==> config.mk <==
export PLATFORM = sky130hd
export DESIGN_NAME = intc_priority
export DESIGN_NICKNAME = d
export VERILOG_FILES = /design/src/rtl/intc_pkg.sv /design/src/rtl/irq_sync_edge.sv /design/src/rtl/intc_priority.sv
export SDC_FILE = /design/constraint.sdc
export NUM_CORES = 1
export LEC_CHECK = 0
export BUFFER_PORTS_ARGS = -buffer_cell sky130_fd_sc_hd__buf_2
export CORE_MARGIN = 2
export CORE_UTILIZATION = 58
export CTS_CLUSTER_SIZE = 40
export DETAILED_ROUTE_END_ITERATION = 7
export PLACE_DENSITY = 0.83
export SETUP_SLACK_MARGIN = 0.02
export SLEW_MARGIN = 20
export SYNTH_ARGS = -nofsm -noshare
export SYNTH_HDL_FRONTEND = slang
export SYNTH_HIERARCHICAL = 1
export SYNTH_SLANG_ARGS = --single-unit
==> constraint.sdc <==
create_clock -name clk -period 4.3 [get_ports clk]
set_clock_uncertainty 0.15 [all_clocks]
set_input_delay 0.645 -clock clk [delete_from_list [all_inputs] [get_ports clk]]
set_output_delay 0.645 -clock clk [all_outputs]
set_load 0.02 [all_outputs]
==> src/rtl/intc_pkg.sv <==
// Shared definitions for the priority interrupt controller: config register
// addresses, STAT field positions and FSM state encodings.
package intc_pkg;

  localparam int MAX_SRC = 16;

  localparam logic [1:0] ADDR_PEND = 2'd0;
  localparam logic [1:0] ADDR_MASK = 2'd1;
  localparam logic [1:0] ADDR_ISR  = 2'd2;
  localparam logic [1:0] ADDR_STAT = 2'd3;

  localparam int STAT_EOI_BIT   = 0;
  localparam int STAT_VALID_BIT = 4;
  localparam int STAT_BUSY_BIT  = 5;

  typedef enum logic [1:0] {
    ST_IDLE = 2'd0,
    ST_REQ  = 2'd1,
    ST_SERV = 2'd2
  } state_t;

endpackage

==> src/rtl/irq_sync_edge.sv <==
// Per-bit two-flop synchronizer followed by a rising-edge detector.
// After reset the detector stays disarmed until the pipeline holds real
// samples, so a level already high at reset release never looks like an edge.
module irq_sync_edge #(
  parameter int WIDTH = 16
) (
  input  logic             clk,
  input  logic             reset,
  input  logic [WIDTH-1:0] din,
  output logic [WIDTH-1:0] rise
);

  logic [WIDTH-1:0] meta_r;
  logic [WIDTH-1:0] sync_r;
  logic [WIDTH-1:0] prev_r;
  logic [2:0]       fill_r;

  // Synchronizer stages, previous-sample flop and pipeline fill tracker.
  always_ff @(posedge clk or negedge reset) begin
    if (!reset) begin
      meta_r <= '0;
      sync_r <= '0;
      prev_r <= '0;
      fill_r <= 3'd0;
    end else begin
      meta_r <= din;
      sync_r <= meta_r;
      prev_r <= sync_r;
      fill_r <= {fill_r[1:0], 1'b1};
    end
  end

  assign rise = fill_r[2] ? (sync_r & ~prev_r) : '0;

endmodule

==> src/rtl/intc_priority.sv <==
// Priority interrupt controller: latches IRQ rising edges into PEND, gates them
// with MASK, presents the lowest-index eligible source to the CPU as INT plus a
// cause code, and tracks the acknowledge / end-of-interrupt handshake.
module intc_priority
  import intc_pkg::*;
#(
  parameter int N_SRC = 16,
  parameter int ID_W  = 4
) (
  input  logic             clk,
  input  logic             reset,
  input  logic [N_SRC-1:0] irq_src,
  input  logic             cfg_we,
  input  logic [1:0]       cfg_addr,
  input  logic [31:0]      cfg_wdata,
  output logic [31:0]      cfg_rdata,
  output logic             int_o,
  output logic [31:0]      cause_o,
  input  logic             inta_i,
  input  logic             eoi_i
);

  localparam logic [15:0] SRC_MASK = 16'((33'd1 << N_SRC) - 33'd1);

  // Lowest set index wins; id 0 is the highest priority.
  function automatic logic [3:0] winner_of(input logic [15:0] req);
    logic [3:0] id;
    id = 4'd0;
    for (int i = 15; i >= 0; i--) begin
      if (req[i]) id = 4'(i);
      else        id = id;
    end
    return id;
  endfunction

  state_t          state_r;
  logic [ID_W-1:0] cur_id_r;
  logic [ID_W-1:0] cause_r;
  logic            int_r;
  logic [15:0]     pend_r;
  logic [15:0]     mask_r;
  logic [15:0]     isr_r;

  logic [N_SRC-1:0] rise_s;
  logic [15:0]      edge_s;
  logic [15:0]      wdata16_s;
  logic [15:0]      eligible_s;
  logic [ID_W-1:0]  winner_s;
  logic [15:0]      pend_cfg_s;
  logic [15:0]      pend_live_s;
  logic [15:0]      pend_nxt_s;
  logic [15:0]      mask_nxt_s;
  logic [15:0]      isr_nxt_s;
  logic             ack_s;
  logic             eoi_s;
  logic             serv_done_s;
  logic             withdraw_s;
  logic             busy_s;
  logic             valid_s;
  logic             unused_wdata_s;

  irq_sync_edge #(.WIDTH(N_SRC)) u_sync (
    .clk   (clk),
    .reset (reset),
    .din   (irq_src),
    .rise  (rise_s)
  );

  // Widen the edge pulses to the 16-bit register space; unused sources stay 0.
  always_comb begin
    edge_s = 16'd0;
    for (int i = 0; i < N_SRC; i++) begin
      edge_s[i] = rise_s[i];
    end
  end

  assign wdata16_s      = cfg_wdata[15:0] & SRC_MASK;
  assign unused_wdata_s = ^cfg_wdata[31:16];
  assign eligible_s     = pend_r & mask_r;
  assign winner_s       = ID_W'(winner_of(eligible_s));
  assign ack_s          = (state_r == ST_REQ) && inta_i;
  assign eoi_s          = eoi_i || (cfg_we && (cfg_addr == ADDR_STAT) && cfg_wdata[STAT_EOI_BIT]);
  assign serv_done_s    = (state_r == ST_SERV) && eoi_s;
  assign busy_s         = (state_r != ST_IDLE);
  assign valid_s        = (state_r == ST_REQ);

  // Next values of PEND/MASK/ISR: W1C and ack clears lose to a same-cycle edge.
  always_comb begin
    if (cfg_we && (cfg_addr == ADDR_PEND)) pend_cfg_s = pend_r & ~wdata16_s;
    else                                   pend_cfg_s = pend_r;

    if (cfg_we && (cfg_addr == ADDR_MASK)) mask_nxt_s = wdata16_s;
    else                                   mask_nxt_s = mask_r;

    pend_live_s = pend_cfg_s | edge_s;
    withdraw_s  = (state_r == ST_REQ) && !(pend_live_s[cur_id_r] && mask_nxt_s[cur_id_r]);

    pend_nxt_s = pend_cfg_s;
    if (ack_s) pend_nxt_s[cur_id_r] = 1'b0;
    else       pend_nxt_s = pend_cfg_s;
    pend_nxt_s = (pend_nxt_s | edge_s) & SRC_MASK;

    isr_nxt_s = isr_r;
    if (ack_s)            isr_nxt_s[cur_id_r] = 1'b1;
    else if (serv_done_s) isr_nxt_s[cur_id_r] = 1'b0;
    else                  isr_nxt_s = isr_r;
  end

  // PEND, MASK and ISR storage.
  always_ff @(posedge clk or negedge reset) begin
    if (!reset) begin
      pend_r <= 16'd0;
      mask_r <= 16'd0;
      isr_r  <= 16'd0;
    end else begin
      pend_r <= pend_nxt_s;
      mask_r <= mask_nxt_s;
      isr_r  <= isr_nxt_s & SRC_MASK;
    end
  end

  // Request / service FSM with registered INT and cause outputs.
  always_ff @(posedge clk or negedge reset) begin
    if (!reset) begin
      state_r  <= ST_IDLE;
      cur_id_r <= '0;
      cause_r  <= '0;
      int_r    <= 1'b0;
    end else begin
      case (state_r)
        ST_IDLE: begin
          if (eligible_s != 16'd0) begin
            cur_id_r <= winner_s;
            cause_r  <= winner_s;
            int_r    <= 1'b1;
            state_r  <= ST_REQ;
          end else begin
            int_r <= 1'b0;
          end
        end
        ST_REQ: begin
          if (ack_s) begin
            int_r   <= 1'b0;
            state_r <= ST_SERV;
          end else if (withdraw_s) begin
            int_r   <= 1'b0;
            state_r <= ST_IDLE;
          end else begin
            int_r <= 1'b1;
          end
        end
        ST_SERV: begin
          int_r <= 1'b0;
          if (serv_done_s) state_r <= ST_IDLE;
          else             state_r <= ST_SERV;
        end
        default: begin
          int_r   <= 1'b0;
          state_r <= ST_IDLE;
        end
      endcase
    end
  end

  assign int_o   = int_r;
  assign cause_o = {{(32-ID_W){1'b0}}, cause_r};

  // Configuration read mux.
  always_comb begin
    case (cfg_addr)
      ADDR_PEND: cfg_rdata = {16'd0, pend_r};
      ADDR_MASK: cfg_rdata = {16'd0, mask_r};
      ADDR_ISR:  cfg_rdata = {16'd0, isr_r};
      ADDR_STAT: begin
        cfg_rdata = 32'd0;
        cfg_rdata[STAT_BUSY_BIT]  = busy_s;
        cfg_rdata[STAT_VALID_BIT] = valid_s;
        cfg_rdata[ID_W-1:0]       = cur_id_r;
      end
      default:   cfg_rdata = 32'd0;
    endcase
  end

endmodule
==> metrics.csv, run 1 <==
metric,value,unit
fin_crit_sh,0.727,
grt_pass1_vias,3675,
path_clk_slew,0.11,ns
synth_top_flop_cell,dfrtp_1,
crit_start,cfg_addr[1],
cp-end-kind,output port,
finalHoldViolCount,0,
synth_top_area_cell,dfrtp_1,
cts_setup_buffers,0,
relSlewSlack,0.395,
wl_per_cell,19.0,um
vdd_drop_max,246,uV
outcome,"complete, no violations",
clock_latency,0.37,ns
critical_path.startpoint_type,input port,
cts_sinks,106,
reg2reg_depth,6,
avgViaCountPerCell,6.00,
track_usage,0.264,
criticalPathCategory,in2out,
first_pass_iters,5,
place_ws,1.11,ns
setup_tns,0,ns
via_count,3807,
timing.final.crit_period,3.12,ns
crit_required,3.50,ns
core_region_area,0.00864,sq mm
p_leak,2.51,nW
syn-cell-area,0.00509,sq mm
antenna_found_initial,0,
hold_buffers,0,
synth_cells,469,
cts_root_buffer,clkbuf_8,
final_cell_mix,"106 x dfrtp_1, 58 x buf_2, 54 x nand2_1",
finalNonFillerCells,635,
dieWidth,97.7,um
setup_viol,0,
synth_edf_count,0,
clockBufferDepth,2,
dp_cells,619,
grt_max_degree,91,
p_per_area,577,mW/mm^2
final_common_cell,dfrtp_1,
total_power,3.16,mW
row_count,34,
detail-route-antenna-nets,0,
synth_area_leaders,"dfrtp_1 52%, buf_4 6.8%, nand2_1 4.0%, o21ai_0 3.9%, mux4_2 3.5%",
numCtsBuffers,9,
cts_resized,0,
start_util,0.590,
rrSetupSlack,1.41,ns
antennaDiodeCount,0,
dp.final_hpwl,8.69,mm
r2r-end,int_o$_DFF_PN0_,
gp_congestion,0.935,
yosysTopAreaCellShare,0.521,
nets,577,
grt_pass1_wl,19.6,mm
fp.dieH,97.7,um
synth-seq-cells,106,
synthToLayoutAreaGrowth,7.67,%
grt_overflow,0,
initialDrtViolationCount,301,
drive_gt1_frac,0.203,
maxSlewViolCount,0,
fmax,0.320,GHz
r2r_start,cause_r[1]$_DFFE_PN0P_,
ys_seq_area_frac,0.521,
routed_wl,12.1,mm
critPathMaxFanout,25,
cts_tree,done,
yosys_warnings,6,
tightest_slew,0.906,ns
htree_levels,3,
synth.distinct_cells,62,
io_pins,120,
async_flop_share,1.00,
drc,0,
synth.avg_cell_area,10.9,sq um
rsz0062_at_grt,no,
die_area,0.00954,sq mm
hold_class,in2async,
crit_arrival,2.33,ns
port_buffers,59,
cap_viol_max_count,0,
fin_ws,1.18,ns
-- worst max path at each step --
| stage | endpoint | slack, ns | cells after the start |
|---|---|---|---|
| floorplan | cfg_rdata[10] | 1.52 | 4 |
| global placement | int_o$_DFF_PN0_ | 1.13 | 8 |
| detailed placement | int_o$_DFF_PN0_ | 1.11 | 8 |
| CTS | cfg_rdata[15] | 1.22 | 5 |
| global route | cfg_rdata[14] | 1.06 | 5 |
| finish | cfg_rdata[14] | 1.18 | 5 |
-- per-stage QoR --
step	cell area, sq um	util	hold WS (ns)
3_3_place_gp	5290	0.613	0.181
5_1_grt	5480	0.635	0.197
2_1_floorplan	5250	-	0.181
3_5_place_dp	5290	0.613	0.185
6_report	5480	0.635	0.154
4_1_cts	5480	0.634	0.203
-- cell families after synthesis --
kind of cell    synth area share
buf+inv                   0.0899
other cells              0.00148
compound gates             0.156
simple gates               0.144
mux                       0.0880
flops                      0.521
-- routing by layer --
| layer | vias up | share of wire | track usage |
|---|---|---|---|
| met1 | 1851 | 0.40 | 0.366 |
| met5 | - | 0 | 0 |
| met3 | 50 | 0.079 | 0.0518 |
| met2 | 205 | 0.48 | 0.413 |
| met4 | 0 | 0.039 | 0.105 |
| li1 | 1701 | - | - |
-- report_power, final --
| group | switching [mW] | leakage (nW) | internal (mW) |
|---|---|---|---|
| Clock | 0.363 | 0.0924 | 0.225 |
| Sequential | 0.250 | 1.24 | 1.20 |
| Combinational | 0.697 | 1.18 | 0.424 |
| Total | 1.31 | 2.51 | 1.85 |
-- cells in the mapped netlist, types with 4 or more instances --
master    count
a211oi_1      4
inv_1         8
a21oi_1      11
o21ai_0      40
o211ai_1     13
and3b_1      11
nand2_1      54
and3b_2       6
mux2i_1      11
mux2_1        5
o21ai_1      13
clkbuf_1     11
a22oi_1       4
dfrtp_1     106
mux2_2        9
nand2b_1     16
nor2_1       20
a22o_1        5
mux4_2        8
buf_4        46
-- worst max-delay path, stage by stage --
cell and delay, ns:
buf_2 0.42, nor2b_1 0.79, nand2_1 0.11, o21ai_0 0.14, buf_2 0.22
-- area by class of cell --
type,count,area [sq um]
timing repair buffer,63,332
sequential,106,2650
clock inverter,6,58.8
fill,697,3150
clock buffer,10,128
inverter,9,33.8
multi-input combinational,333,2140
tap,108,135
No activity file was read; power rests on OpenSTA's default activity.
==> run 2: changes to the inputs <==
--- a/config.mk
+++ b/config.mk
@@ -5,12 +5,13 @@
 export SDC_FILE = /design/constraint.sdc
 export NUM_CORES = 1
 export LEC_CHECK = 0
+export ABC_AREA = 1
 export BUFFER_PORTS_ARGS = -buffer_cell sky130_fd_sc_hd__buf_2
 export CORE_MARGIN = 2
-export CORE_UTILIZATION = 58
+export CORE_UTILIZATION = 49
 export CTS_CLUSTER_SIZE = 40
 export DETAILED_ROUTE_END_ITERATION = 7
-export PLACE_DENSITY = 0.83
+export PLACE_DENSITY = 0.75
 export SETUP_SLACK_MARGIN = 0.02
 export SLEW_MARGIN = 20
 export SYNTH_ARGS = -nofsm -noshare
==> constraint.sdc (replaced) <==
create_clock -name clk -period 2.55 [get_ports clk]
set_clock_uncertainty 0.15 [all_clocks]
set_input_delay 0.3825 -clock clk [delete_from_list [all_inputs] [get_ports clk]]
set_output_delay 0.3825 -clock clk [all_outputs]
set_load 0.02 [all_outputs]
==> metrics.csv, run 2 <==
metric,value,unit,change
cts_resized,0,,unchanged
place_ws,0.397,ns,-0.716 ns
final_cell_mix,"144 x nand2_1, 106 x dfrtp_1, 76 x inv_1",,
async_flop_share,1.00,,unchanged
synth.avg_cell_area,8.66,sq um,-20%
antenna_found_initial,0,,unchanged
ys_seq_area_frac,0.528,,+0.00688
dp.final_hpwl,8.67,mm,-0.26%
cts_tree,done,,
synth_top_flop_cell,dfrtp_1,,
crit_path_cell_trace,nor2_1 -> nand2_1 -> o2111ai_1 -> buf_2,,
track_usage,0.220,,-0.0433
dieWidth,105,um,+7.8%
clock_latency,0.38,ns,about the same
tightest_slew,0.596,ns,-0.310 ns
drc,0,,unchanged
cpPeakStageDelay,0.43,ns,-0.36 ns
detail-route-antenna-nets,0,,unchanged
yosysTopAreaCellShare,0.528,,+0.00688
post-synth-top-count-cell,nand2_1,,
final_common_cell,nand2_1,,
setup_viol,0,,unchanged
crit_arrival,1.52,ns,-0.81 ns
critPathMaxFanout,4,,-84%
crit_required,2.02,ns,-1.48 ns
gp_congestion,0.920,,-1.7%
grt_overflow,0,,unchanged
cp-end-kind,output port,,
wl_per_cell,14.7,um,-23%
critical_path.startpoint_type,register,,
first_pass_iters,5,,unchanged
synthToLayoutAreaGrowth,13.9,%,
fin_ws,0.495,ns,-0.680 ns
fp.dieH,105,um,+7.8%
synth_cells,580,,+24%
hold_class,in2reg,,
synth.distinct_cells,40,,-35%
finalHoldViolCount,0,,unchanged
syn-cell-area,0.00502,sq mm,-1.3%
p_per_area,891,mW/mm^2,+55%
hold_buffers,17,,+17
core_region_area,0.00986,sq mm,+14%
synth_area_leaders,"dfrtp_1 53%, nand2_1 11%, buf_4 6.6%, inv_1 5.7%, o21ai_0 4.0%",,
port_buffers,59,,unchanged
fmax,0.487,GHz,
p_leak,2.88,nW,+15%
synth-seq-cells,106,,unchanged
grt_pass1_vias,3935,,+7.1%
drive_gt1_frac,0.172,,-0.0307
grt_pass1_wl,18.9,mm,-3.4%
row_count,36,,+5.9%
critical_path.slowest_cell,dfrtp_1,,
criticalPathCategory,reg2out,,
path_clk_slew,0.11,ns,about the same
timing.final.crit_period,2.05,ns,
yosys_warnings,6,,unchanged
avgViaCountPerCell,4.95,,-17%
fillers,887,,+27%
rsz0062_at_grt,no,,
grt_max_degree,47,,-48%
synth_commonest_cells,"144 x nand2_1, 106 x dfrtp_1, 76 x inv_1, 44 x buf_4, 44 x nor2_1",,
die_area,0.0111,sq mm,+16%
relSlewSlack,0.603,,+0.208
whs,0.114,ns,-0.0398 ns
total_power,5.10,mW,+61%
clockBufferDepth,2,,unchanged
nets,723,,+25%
cts_sinks,106,,unchanged
start_util,0.509,,-0.0802
antennaDiodeCount,0,,unchanged
cap_viol_max_count,0,,unchanged
vdd_drop_max,426,uV,+73%
outcome,"complete, no violations",,
cts_root_buffer,clkbuf_8,,
setup_tns,0,ns,unchanged
io_pins,120,,unchanged
initialDrtViolationCount,267,,-11%
via_count,3988,,+4.8%
htree_levels,3,,unchanged
routed_wl,11.8,mm,-2.1%
numCtsBuffers,9,,unchanged
cts_setup_buffers,0,,unchanged
synth_top_area_cell,dfrtp_1,,
synth_edf_count,0,,unchanged
maxSlewViolCount,0,,unchanged
fin_crit_sh,0.806,,
[run 2: cell count changes after synthesis, moves of 10 or more]
cell      delta
nor2_1      +24
mux2i_1     -11
nand2_1     +90
and3b_1     -11
nand2b_1    -16
inv_1       +68
nor3_2      +10
[run 2: area by class of cell]
| class | instances | area [sq um] | area share |
|---|---|---|---|
| sequential | 106 | 2650 | 0.463 |
| clock inverter | 7 | 78.8 | 0.0138 |
| clock buffer | 9 | 124 | 0.0216 |
| multi-input combinational | 382 | 1820 | 0.318 |
| timing repair buffer | 87 | 576 | 0.101 |
| inverter | 82 | 310 | 0.0542 |
| tap | 133 | 166 | 0.0291 |
[run 2: path summary, 6_finish.rpt]
kind                            slack [ns]  depth (start not counted)                  startpoint                          end
worst min-delay path                  0.11                          3               cfg_wdata[10]         mask_r[10]$_DFF_PN0_
worst max-delay path                  0.50                          4      state_r[1]$_DFFE_PN0P_                 cfg_rdata[4]
max in group asynchronous             1.27                          3                       reset  u_sync/prev_r[11]$_DFF_PN0_
min in group asynchronous             0.39                          2                       reset   asynchronous set/reset pin
worst max register to register        0.51                          8      cause_r[0]$_DFFE_PN0P_              int_o$_DFF_PN0_
worst min register to register        0.21                          0  u_sync/meta_r[3]$_DFF_PN0_   u_sync/sync_r[3]$_DFF_PN0_
[run 2: through the flow]
step | cells | util | area, sq um
after floorplan | 623 | - | 5190
after global placement | 773 | 0.543 | 5350
after global routing | 806 | 0.580 | 5730
after detailed placement | 773 | 0.543 | 5350
after CTS | 806 | 0.580 | 5730
final | 806 | 0.580 | 5730
[run 2: cells by family (layout without fill, tap and decap cells)]
family                 after synthesis  in the layout  share of synthesized area
AO/OA/AOI/OAI                      115            115                      0.136
buffers and inverters              135            185                      0.142
flip-flops                         106            106                      0.528
other                                2             45                    0.00149
AND/OR/NAND/NOR                    222            222                      0.192
[run 2: power by group]
| part | total, mW | internal (mW) | switching (mW) |
|---|---|---|---|
| Combinational | 1.85 | 0.577 | 1.27 |
| Sequential | 2.21 | 2.00 | 0.212 |
| Clock | 1.04 | 0.394 | 0.648 |
[run 2: critical path, delay by kind of cell, from the launching register on]
| kind | cells | cell delay, ns |
|---|---|---|
| AOI/OAI and AO/OA | 1 | 0.18 |
| DFF | 1 | 0.43 |
| and+or+nand+nor | 2 | 0.31 |
| buffers and inverters | 1 | 0.23 |
[run 2: layer usage]
layer	vias up	wire, um	global-route usage
met4	0	245	0.0790
met5	-	0	0
met3	23	728	0.0377
met1	1882	5290	0.302
li1	1929	-	-
met2	154	5570	0.354
==> run 3: changes to the inputs <==
--- a/config.mk
+++ b/config.mk
@@ -8,10 +8,10 @@
 export ABC_AREA = 1
 export BUFFER_PORTS_ARGS = -buffer_cell sky130_fd_sc_hd__buf_2
 export CORE_MARGIN = 2
-export CORE_UTILIZATION = 49
+export CORE_UTILIZATION = 54
 export CTS_CLUSTER_SIZE = 40
 export DETAILED_ROUTE_END_ITERATION = 7
-export PLACE_DENSITY = 0.75
+export PLACE_DENSITY = 0.78
 export SETUP_SLACK_MARGIN = 0.02
 export SLEW_MARGIN = 20
 export SYNTH_ARGS = -nofsm -noshare
==> constraint.sdc (replaced) <==
create_clock -name clk -period 2.1 [get_ports clk]
set_clock_uncertainty 0.15 [all_clocks]
set_input_delay 0.315 -clock clk [delete_from_list [all_inputs] [get_ports clk]]
set_output_delay 0.315 -clock clk [all_outputs]
set_load 0.02 [all_outputs]
==> metrics.csv, run 3 (same netlist as run 2, synthesis figures left out) <==
metric,value,unit,change
fillers,785,,-11%
cts_tree,done,,
clockBufferDepth,2,,unchanged
setup_viol,0,,unchanged
outcome,"complete, no violations",,
cp-end-kind,output port,,
grt_max_degree,44,,-6.4%
cap_viol_max_count,0,,unchanged
crit_required,1.63,ns,-0.39 ns
first_pass_iters,5,,unchanged
criticalPathCategory,in2out,,
drive_gt1_frac,0.190,,+0.0171
grt_pass1_wl,19.2,mm,+1.3%
post_dp_cell_area,0.00546,sq mm,+1.9%
start_util,0.549,,+0.0396
vdd_drop_max,495,uV,+16%
rsz0062_at_grt,no,,
drc,0,,unchanged
final_cell_mix,"144 x nand2_1, 106 x dfrtp_1, 75 x inv_1",,
timing.final.crit_period,1.94,ns,
dp.final_hpwl,8.89,mm,+2.6%
antenna_found_initial,0,,unchanged
dieWidth,100,um,-4.6%
fmax,0.516,GHz,
initialDrtViolationCount,236,,-12%
p_per_area,1070,mW/mm^2,+21%
avgViaCountPerCell,5.06,,+2.3%
die_area,0.0101,sq mm,-8.9%
final_common_cell,nand2_1,,
port_buffers,59,,unchanged
critical_path.startpoint_type,input port,,
utilization,0.635,,+0.0550
p_leak,2.95,nW,+2.3%
track_usage,0.250,,+0.0296
grt_pass1_vias,3957,,+0.56%
via_count,4033,,+1.1%
numCtsBuffers,9,,unchanged
routed_wl,11.9,mm,+0.23%
critPathMaxFanout,8,,+4
path_clk_slew,0.11,ns,about the same
finalHoldViolCount,0,,unchanged
synthToLayoutAreaGrowth,15.7,%,
core_region_area,0.00915,sq mm,-7.2%
finalInstanceArea,0.00582,sq mm,+1.6%
row_count,35,,-2.8%
wl_per_cell,14.9,um,+1.4%
maxSlewViolCount,0,,unchanged
cts_sinks,106,,unchanged
io_pins,120,,unchanged
crit_arrival,1.47,ns,-0.05 ns
detail-route-antenna-nets,0,,unchanged
htree_levels,3,,unchanged
antennaDiodeCount,0,,unchanged
fp.dieH,100,um,-4.6%
hold_class,in2reg,,
nets,737,,+1.9%
cts_root_buffer,clkbuf_8,,
total_power,6.25,mW,+22%
clock_latency,0.37,ns,about the same
fin_crit_sh,0.923,,
gp_congestion,0.949,,+3.2%
grt_overflow,0,,unchanged
run 3: cell type report:
type / instances / area (sq um) / area share
Inverter: 82 / 314 / 0.0540
Multi-Input combinational cell: 382 / 1820 / 0.313
Timing Repair Buffer: 101 / 706 / 0.121
Tap cell: 111 / 139 / 0.0239
Clock inverter: 6 / 62.6 / 0.0108
Sequential cell: 106 / 2650 / 0.456
Clock buffer: 9 / 124 / 0.0213
run 3: per-layer routing:
| layer | track usage | up-vias | wire (um) |
|---|---|---|---|
| met3 | 0.0388 | 24 | 675 |
| met1 | 0.334 | 1887 | 5060 |
| li1 | - | 1964 | - |
| met2 | 0.426 | 158 | 5890 |
| met5 | 0 | - | 0 |
| met4 | 0.0717 | 0 | 231 |
run 3: what timing repair did:
action                                  4_1_cts  5_1_grt
hold buffers                                 17        0
hold endpoints to repair                     45        0
buffers inserted                              0        0
resized for setup                             0        1
endpoints found under the setup margin        0        1
run 3: final timing paths:
kind                                             start                          end  slack [ns]  depth (start not counted)
setup / recovery                           cfg_addr[0]                 cfg_rdata[7]        0.16                          6
hold / removal                            cfg_wdata[1]          mask_r[1]$_DFF_PN0_        0.06                          3
setup reg to reg                cause_r[1]$_DFFE_PN0P_              int_o$_DFF_PN0_        0.19                         10
hold reg to reg            u_sync/meta_r[13]$_DFF_PN0_  u_sync/sync_r[13]$_DFF_PN0_        0.20                          0
max in group asynchronous                        reset   asynchronous set/reset pin        0.98                          3
min in group asynchronous                        reset   u_sync/sync_r[2]$_DFF_PN0_        0.25                          2
run 3: stage by stage:
stage | setup TNS (ns) | setup WS [ns] | hold WS, ns | instances
after floorplan | 0 | 0.347 | -0.131 | 623
after detailed placement | -0.0206 | -0.0206 | 0.120 | 765
final | 0 | 0.162 | 0.0613 | 797
after global placement | 0 | 0.0162 | 0.113 | 765
after global routing | 0 | 0.0476 | 0.0632 | 797
after CTS | 0 | 0.159 | 0.0586 | 797
run 3: worst max-delay path: stages:
cell	delay, ns
buf_2	0.11
buf_4	0.15
nor2_1	0.14
inv_1	0.20
o211ai_1	0.33
buf_2	0.23
run 3: report_power, final:
group	switching, mW	internal (mW)
sequential	0.251	2.43
combinational	1.58	0.798
clock	0.739	0.454
